===== src/rtl/if_fetch_if.sv =====
// Instruction memory req/ack bus between the fetch stage and instruction memory.
interface if_fetch_if;
    logic        mem_req;
    logic [31:0] mem_addr;
    logic        mem_ack;
    logic [31:0] mem_rdata;

    modport master (
        output mem_req,
        output mem_addr,
        input  mem_ack,
        input  mem_rdata
    );

    modport slave (
        input  mem_req,
        input  mem_addr,
        output mem_ack,
        output mem_rdata
    );
endinterface


===== src/rtl/if_fetch.sv =====
// Fetch stage: owns the PC, runs the imem req/ack handshake, takes redirects.
// IF_MISALIGN_EXC_EN: misaligned redirect targets raise if_misalign instead of fetching.
module if_fetch #(
    parameter logic [31:0] RESET_PC = 32'h0000_0000,
    parameter logic [31:0] PC_STEP  = 32'd4
) (
    input  logic        clk,
    input  logic        rst,
    input  logic [5:0]  stall,
    input  logic        branch_flag,
    input  logic [31:0] branch_target,
    if_fetch_if.master  mem,
    output logic        stallreq_if,
    output logic [31:0] if_pc,
    output logic [31:0] if_inst
`ifdef IF_MISALIGN_EXC_EN
    ,
    output logic        if_misalign
`endif
);

    typedef enum logic [1:0] {FETCH, READY, FLUSH} state_e;

    state_e      state_q, state_d;
    logic [31:0] pc_q, pc_d;
    logic [31:0] inst_q, inst_d;
    logic [31:0] redir_q, redir_d;
    logic [31:0] tgt;
    logic        tgt_mis;
    logic        mis_q, mis_d;

`ifdef IF_MISALIGN_EXC_EN
    assign tgt     = branch_target;
    assign tgt_mis = |branch_target[1:0];
    assign if_misalign = mis_q;
`else
    assign tgt     = {branch_target[31:2], 2'b00};
    assign tgt_mis = 1'b0;
`endif

    logic unused_bits;
    assign unused_bits = ^{branch_target[1:0], stall[5:2], stall[0]};

    assign mem.mem_req  = (state_q != READY);
    assign mem.mem_addr = pc_q;
    assign stallreq_if  = (state_q != READY);
    assign if_pc        = (state_q == READY) ? pc_q : 32'h0;
    assign if_inst      = (state_q == READY) ? inst_q : 32'h0;

    always_comb begin
        state_d = state_q;
        pc_d    = pc_q;
        inst_d  = inst_q;
        redir_d = redir_q;
        mis_d   = mis_q;
        unique case (state_q)
            FETCH: begin
                if (branch_flag && tgt_mis) begin
                    pc_d    = tgt;
                    inst_d  = 32'h0;
                    mis_d   = 1'b1;
                    state_d = READY;
                end else if (mem.mem_ack && !branch_flag) begin
                    inst_d  = mem.mem_rdata;
                    state_d = READY;
                end else if (mem.mem_ack) begin
                    pc_d    = tgt;
                end else if (branch_flag) begin
                    redir_d = tgt;
                    state_d = FLUSH;
                end
            end
            FLUSH: begin
                // in-flight response belongs to the old path and is discarded
                if (branch_flag && tgt_mis) begin
                    pc_d    = tgt;
                    inst_d  = 32'h0;
                    mis_d   = 1'b1;
                    state_d = READY;
                end else if (mem.mem_ack) begin
                    pc_d    = branch_flag ? tgt : redir_q;
                    state_d = FETCH;
                end else if (branch_flag) begin
                    redir_d = tgt;
                end
            end
            READY: begin
                if (branch_flag && tgt_mis) begin
                    pc_d    = tgt;
                    inst_d  = 32'h0;
                    mis_d   = 1'b1;
                end else if (branch_flag) begin
                    pc_d    = tgt;
                    mis_d   = 1'b0;
                    state_d = FETCH;
                end else if (!stall[1]) begin
                    pc_d    = pc_q + PC_STEP;
                    mis_d   = 1'b0;
                    state_d = FETCH;
                end
            end
            default: state_d = FETCH;
        endcase
    end

    always_ff @(posedge clk) begin
        if (rst) begin
            state_q <= FETCH;
            pc_q    <= RESET_PC;
            inst_q  <= 32'h0;
            redir_q <= 32'h0;
            mis_q   <= 1'b0;
        end else begin
            state_q <= state_d;
            pc_q    <= pc_d;
            inst_q  <= inst_d;
            redir_q <= redir_d;
            mis_q   <= mis_d;
        end
    end

endmodule

===== src/flat_wrapper.sv =====
// flat-port wrapper written by rule: the top's interface ports become plain ports
module if_fetch_flat 
#(
    parameter logic [31:0] RESET_PC = 32'h0000_0000,
    parameter logic [31:0] PC_STEP  = 32'd4
)
  (clk, rst, stall, branch_flag, branch_target, stallreq_if, if_pc, if_inst, mem_mem_req, mem_mem_addr, mem_mem_ack, mem_mem_rdata);
  if_fetch_if mem_i ();
  input  logic clk;
  input  logic rst;
  input  logic [5:0] stall;
  input  logic branch_flag;
  input  logic [31:0] branch_target;
  output logic stallreq_if;
  output logic [31:0] if_pc;
  output logic [31:0] if_inst;
  output wire logic [$bits(mem_i.mem_req)-1:0] mem_mem_req;
  output wire logic [$bits(mem_i.mem_addr)-1:0] mem_mem_addr;
  input wire logic [$bits(mem_i.mem_ack)-1:0] mem_mem_ack;
  input wire logic [$bits(mem_i.mem_rdata)-1:0] mem_mem_rdata;
  assign mem_mem_req = mem_i.mem_req;
  assign mem_mem_addr = mem_i.mem_addr;
  assign mem_i.mem_ack = mem_mem_ack;
  assign mem_i.mem_rdata = mem_mem_rdata;
  if_fetch #(.RESET_PC(RESET_PC), .PC_STEP(PC_STEP)) u_core (.clk(clk), .rst(rst), .stall(stall), .branch_flag(branch_flag), .branch_target(branch_target), .mem(mem_i), .stallreq_if(stallreq_if), .if_pc(if_pc), .if_inst(if_inst));
endmodule

===== config.mk =====
export PLATFORM = sky130hd
export DESIGN_NAME = if_fetch_flat
export DESIGN_NICKNAME = d
export VERILOG_FILES = /design/src/rtl/if_fetch_if.sv /design/src/rtl/if_fetch.sv /design/src/flat_wrapper.sv
export SDC_FILE = /design/constraint.sdc
export NUM_CORES = 1
export LEC_CHECK = 0
export ABC_AREA = 1
export CAP_MARGIN = 10
export CORE_MARGIN = 4
export CORE_UTILIZATION = 50
export CTS_CLUSTER_DIAMETER = 30
export DETAILED_ROUTE_END_ITERATION = 8
export GPL_ROUTABILITY_DRIVEN = 0
export MAX_ROUTING_LAYER = met4
export PLACE_DENSITY = 0.84
export SETUP_SLACK_MARGIN = 0.5
export SLEW_MARGIN = 20
export SYNTH_ARGS = -nofsm -noshare
export SYNTH_HDL_FRONTEND = slang
export SYNTH_SLANG_ARGS = --single-unit

===== constraint.sdc =====
create_clock -name clk -period 4.3 [get_ports clk]
set_input_delay 0.86 -clock clk [delete_from_list [all_inputs] [get_ports clk]]
set_output_delay 0.86 -clock clk [all_outputs]
set_load 0.01 [all_outputs]

## Word-level counts from Yosys, hierarchy flattened

Cells that the tools add are included.

- Add/sub/neg operators: 1
- Eq/ne operators: 9
- Mux-type cells: 19
- Reductions and logical operators: 9

Operators by type and width:

| operator | count |
|---|---|
| $mux W32 | 10 |
| $pmux W32 S3 | 1 |
| $pmux W32 S2 | 1 |
| $add A32 B3 Y32 const B | 1 |
| $mux W2 | 6 |
| $ne A2 B2 Y1 const B | 3 |
| $ne A3 B2 Y1 const B | 2 |
| $pmux W2 S3 | 1 |
| $reduce_and A5 Y1 | 1 |
| $reduce_and A2 Y1 | 2 |
| $reduce_and A4 Y1 | 1 |
| $ne A3 B3 Y1 const B | 1 |
| $reduce_bool A3 Y1 | 1 |
| $eq A2 B1 Y1 const B | 1 |
| $eq A2 B2 Y1 const B | 1 |
| $logic_not A2 Y1 | 1 |
| $ne A2 B1 Y1 const B | 1 |
| $reduce_bool A2 Y1 | 1 |
| $logic_and A1 B1 Y1 | 1 |
| $logic_not A1 Y1 | 1 |

- Register bits: 98
- Word-level logic and storage cells: 42

## Longest topological paths before layout

- Word-level depth: 4
- Mapped depth: 12

## Least setup slack after synthesis

No wires, ideal clock.

- Kind: reg2out
- From: register u_core.state_q[1]
- To: output port if_pc[10]
- Arrival time: 1,289 ps
- Data required time: 3,440 ps
- Path slack: 2,151 ps
- Cell stages (with the launch flop): 7
- Path through: dfxtp_1 inv_1 ha_1 clkbuf_1 clkbuf_1 nand2_1 inv_1

- Cells in the longest elaborated chain, start to end: 2

Ends and longest elaborated chain:

| item | RTL line | RTL |
|---|---|---|
| start, declared | if_fetch.sv:24 | `state_e state_q, state_d;` |
| start signal, assigned | if_fetch.sv:114 | `state_q <= state_d;` |
| $eq A2 B1 Y1 | if_fetch.sv:47 | `assign if_pc = (state_q == READY) ? pc_q : 32'h0;` |
| $mux W32 | if_fetch.sv:47 |  |
| end, declared | flat_wrapper.sv:15 | `output logic [31:0] if_pc;` |

No other way between the ends.

## Worst setup path after layout

- From: register u_core.state_q[1]
- To: output port if_inst[20]

- Cells in the longest elaborated chain, start to end: 2

Ends and longest elaborated chain:

| item | RTL line | RTL |
|---|---|---|
| $eq A2 B1 Y1 | if_fetch.sv:48 | `assign if_inst = (state_q == READY) ? inst_q : 32'h0;` |
| $mux W32 | if_fetch.sv:48 |  |
| end, declared | flat_wrapper.sv:16 | `output logic [31:0] if_inst;` |

No other way between the ends.

==> impl_metrics.sql <==
INSERT INTO impl_metrics (metric_group, metric, value, unit) VALUES
('sta', 'hold_viol_final', '0', ''),
('finish', 'layout.cells.most_common', 'sky130_fd_sc_hd__nand2_1', ''),
('yosys', 'synth_warn', '0', ''),
('worst_setup_path', 'worst_setup_path_end_kind', 'output pin', ''),
('worst_setup_path', 'rr_startpoint', 'u_core.state_q[1]$_SDFFE_PP0P_', ''),
('global_route', 'grt_antenna_before_repair', '0', ''),
('cts', 'cts_root_buf', 'sky130_fd_sc_hd__clkbuf_16', ''),
('min_path', 'min_path_cells', '2', ''),
('floorplanning', 'num_io_pins', '172', ''),
('sta', 'fin_crit_sh', '0.737', ''),
('global_route', 'number_of_global_route_vias_before_repair', '5918', ''),
('power', 'switching_power', '0.00159', 'W'),
('yosys', 'post_synth.cell_area_avg', '6.23', 'um^2'),
('sta', 'total_count_of_max_transition_violations_in_the_final_report', '0', ''),
('power', 'power.share.clock', '0.212', ''),
('power', 'power.sequential.fraction', '0.369', ''),
('floorplanning', 'die_width', '115', 'um'),
('worst_setup_path', 'r2r_setup_slack', '1.71', 'ns'),
('worst_setup_path', 'r2r.worst_path.cells', '7', ''),
('sta', 'rsz0062_at_grt', 'no', ''),
('power', 'combinationalPowerShare', '0.420', ''),
('placement', 'post-dp-hpwl', '11200', 'um'),
('floorplanning', 'dieArea', '0.0133', 'mm^2'),
('yosys', 'post_synth_inst_count', '925', ''),
('sta', 'sum_of_negative_setup_slack', '0', 'ns'),
('cts', 'cts_max_level', '3', ''),
('min_path', 'worstHoldPathType', 'reg2reg', ''),
('finish', 'antennaDiodeCount', '0', ''),
('global_route', 'grt_start_max_net_pins', '64', ''),
('cts', 'post-cts-setup-buffers', '0', ''),
('sta', 'clock.fmax', '315', 'MHz'),
('yosys', 'ys_seq_area_frac', '0.341', ''),
('finish', 'layout.cells.most_common_list', '342 x sky130_fd_sc_hd__nand2_1, 164 x sky130_fd_sc_hd__clkdlybuf4s50_1, 98 x sky130_fd_sc_hd__a21oi_1, 98 x sky130_fd_sc_hd__dfxtp_1, 95 x sky130_fd_sc_hd__inv_1', ''),
('min_path', 'worst_hold_path.endpoint', 'u_core.redir_q[1]$_SDFFE_PP0P_', ''),
('global_route', 'use_met1', '0.340', ''),
('global_route', 'grt.busiest_layer', 'met2', ''),
('route', 'route.detailed.vias_per_inst', '5.34', ''),
('global_route', 'grt_remaining_overflow', '0', ''),
('global_route', 'grt_first_pass_wirelength', '28300', 'um'),
('worst_setup_path', 'cp_data_arrival_time', '2.31', 'ns'),
('floorplanning', 'placementRows', '38', ''),
('placement', 'placed_area', '0.00743', 'mm^2'),
('route', 'drc_viols', '0', ''),
('cts', 'clockBufferDepth', '2', ''),
('floorplanning', 'design.core.area', '0.0111', 'mm^2'),
('yosys', 'synth_top_area_share', '0.341', ''),
('power', 'p_sw_frac', '0.415', ''),
('power', 'vdd.ir_drop.worst', '0.407', 'mV'),
('power', 'cellInternalPower', '0.00224', 'W'),
('cts', 'tritoncts.num_buffers', '9', ''),
('worst_setup_path', 'crit_start', 'u_core.state_q[1]$_SDFFE_PP0P_', ''),
('power', 'power-per-cell-area', '495', 'mW/mm^2'),
('cts', 'ctsResizeCount', '0', ''),
('run_status', 'run_status', 'complete, no violations', ''),
('global_route', 'groute.usage.overall', '0.268', ''),
('worst_setup_path', 'critical_path_class', 'reg2out', ''),
('floorplanning', 'dieHeight', '115', 'um'),
('route', 'first_pass_iters', '5', ''),
('cts', 'clkSlewWorstSetupHoldPaths', '0.07', 'ns'),
('placement', 'portBuffers', '164', ''),
('worst_setup_path', 'crit_path_start_kind', 'flop', ''),
('global_route', 'gr-usage-met3', '0.0742', ''),
('route', 'routed_wire_length_per_instance', '14.1', 'um'),
('job', 'max-cap-violations', '0', ''),
('finish', 'number_of_nets_in_the_layout', '1135', ''),
('sta', 'setup-violations-final', '0', ''),
('worst_setup_path', 'reg2reg_to', 'u_core.mem.mem_addr[2]$_SDFFE_PP0P_', ''),
('route', 'antenna_violating_nets_post_route', '0', ''),
('worst_setup_path', 'worst-endpoint-required', '3.44', 'ns'),
('cts', 'cts.sink_count', '98', ''),
('global_route', 'grtUsageMet2', '0.421', '');
-- Yosys cell counts, drive strengths merged --
cell type and instances:
nor2 48, dfxtp 98, or2 4, o21ai 68
o2111ai 1, ha 5, xor2 4, nor3 1
xnor2 3, a41oi 1, a21oi 98, clkbuf 43
a31oi 31, and2 1, a211oi 29, inv 98
nand3 26, nand2 349, nand4 2, nand3b 4
buf 11
-- critical path, cell delays in order (launching register included) --
cell and delay [ns]:
sky130_fd_sc_hd__dfxtp_1 0.34, sky130_fd_sc_hd__inv_1 0.09, sky130_fd_sc_hd__ha_2 0.47, sky130_fd_sc_hd__buf_4 0.34, sky130_fd_sc_hd__nand2_1 0.08, sky130_fd_sc_hd__inv_1 0.07
sky130_fd_sc_hd__clkdlybuf4s50_1 0.56
-- metal layers --
metal  part of all wire  up-vias
li1                   -     3261
met3              0.095       27
met1               0.42     2851
met4              0.018        0
met2               0.46      279
met5                  0        -
-- worst max path at each step --
stage,endpoint,cells past startpoint
final,if_inst[20],6
after global placement,u_core.mem.mem_addr[2]$_SDFFE_PP0P_,8
after CTS,if_inst[20],6
after detailed placement,u_core.mem.mem_addr[2]$_SDFFE_PP0P_,8
after floorplan,if_pc[10],6
after global routing,if_pc[8],6
-- layout make-up --
cell class	instances	area, um^2
fill	957	3350
sequential	98	1960
timing repair buffer	174	1720
tap	140	175
clock inverter	6	56.3
clock buffer	10	239
inverter	98	368
multi-input combinational	675	3210
-- kinds of logic (layout without fill, tap and decap cells) --
logic type / count (synthesis) / after routing / synth area share
AO/OA/AOI/OAI: 228 / 228 / 0.219
flip-flops: 98 / 98 / 0.341
AND/OR/NAND/NOR: 435 / 435 / 0.317
XOR/XNOR: 7 / 7 / 0.0106
buffers and inverters: 152 / 288 / 0.102
adder cells (fa/ha/maj): 5 / 5 / 0.0109
-- state kept, by name (all words and copies together), names as in the netlist --
| name | count |
|---|---|
| u_core.state_q | 2 |
| u_core.mem.mem_addr | 32 |
| u_core.redir_q | 32 |
| u_core.inst_q | 32 |
-- power by group through the flow --
stage,combinational (W),sequential [W],clock (W)
6_report,0.00161,0.00141,0.000811
5_1_grt,0.00179,0.00145,0.000864
4_1_cts,0.00161,0.00140,0.000825
3_5_place_dp,0.00159,0.00142,0
3_3_place_gp,0.00157,0.00142,0
2_1_floorplan,0.000939,0.00141,0
-- per-stage QoR --
step | hold WS, ns | worst slack [ns] | std cells | util
after floorplan | 0.425 | 2.15 | 925 | -
after global placement | 0.431 | 1.44 | 1185 | 0.671
after detailed placement | 0.443 | 1.43 | 1185 | 0.671
after CTS | 0.453 | 1.08 | 1201 | 0.698
after global routing | 0.480 | 0.957 | 1201 | 0.698
final | 0.450 | 1.13 | 1201 | 0.698
No activity file was read; power rests on OpenSTA's default activity.
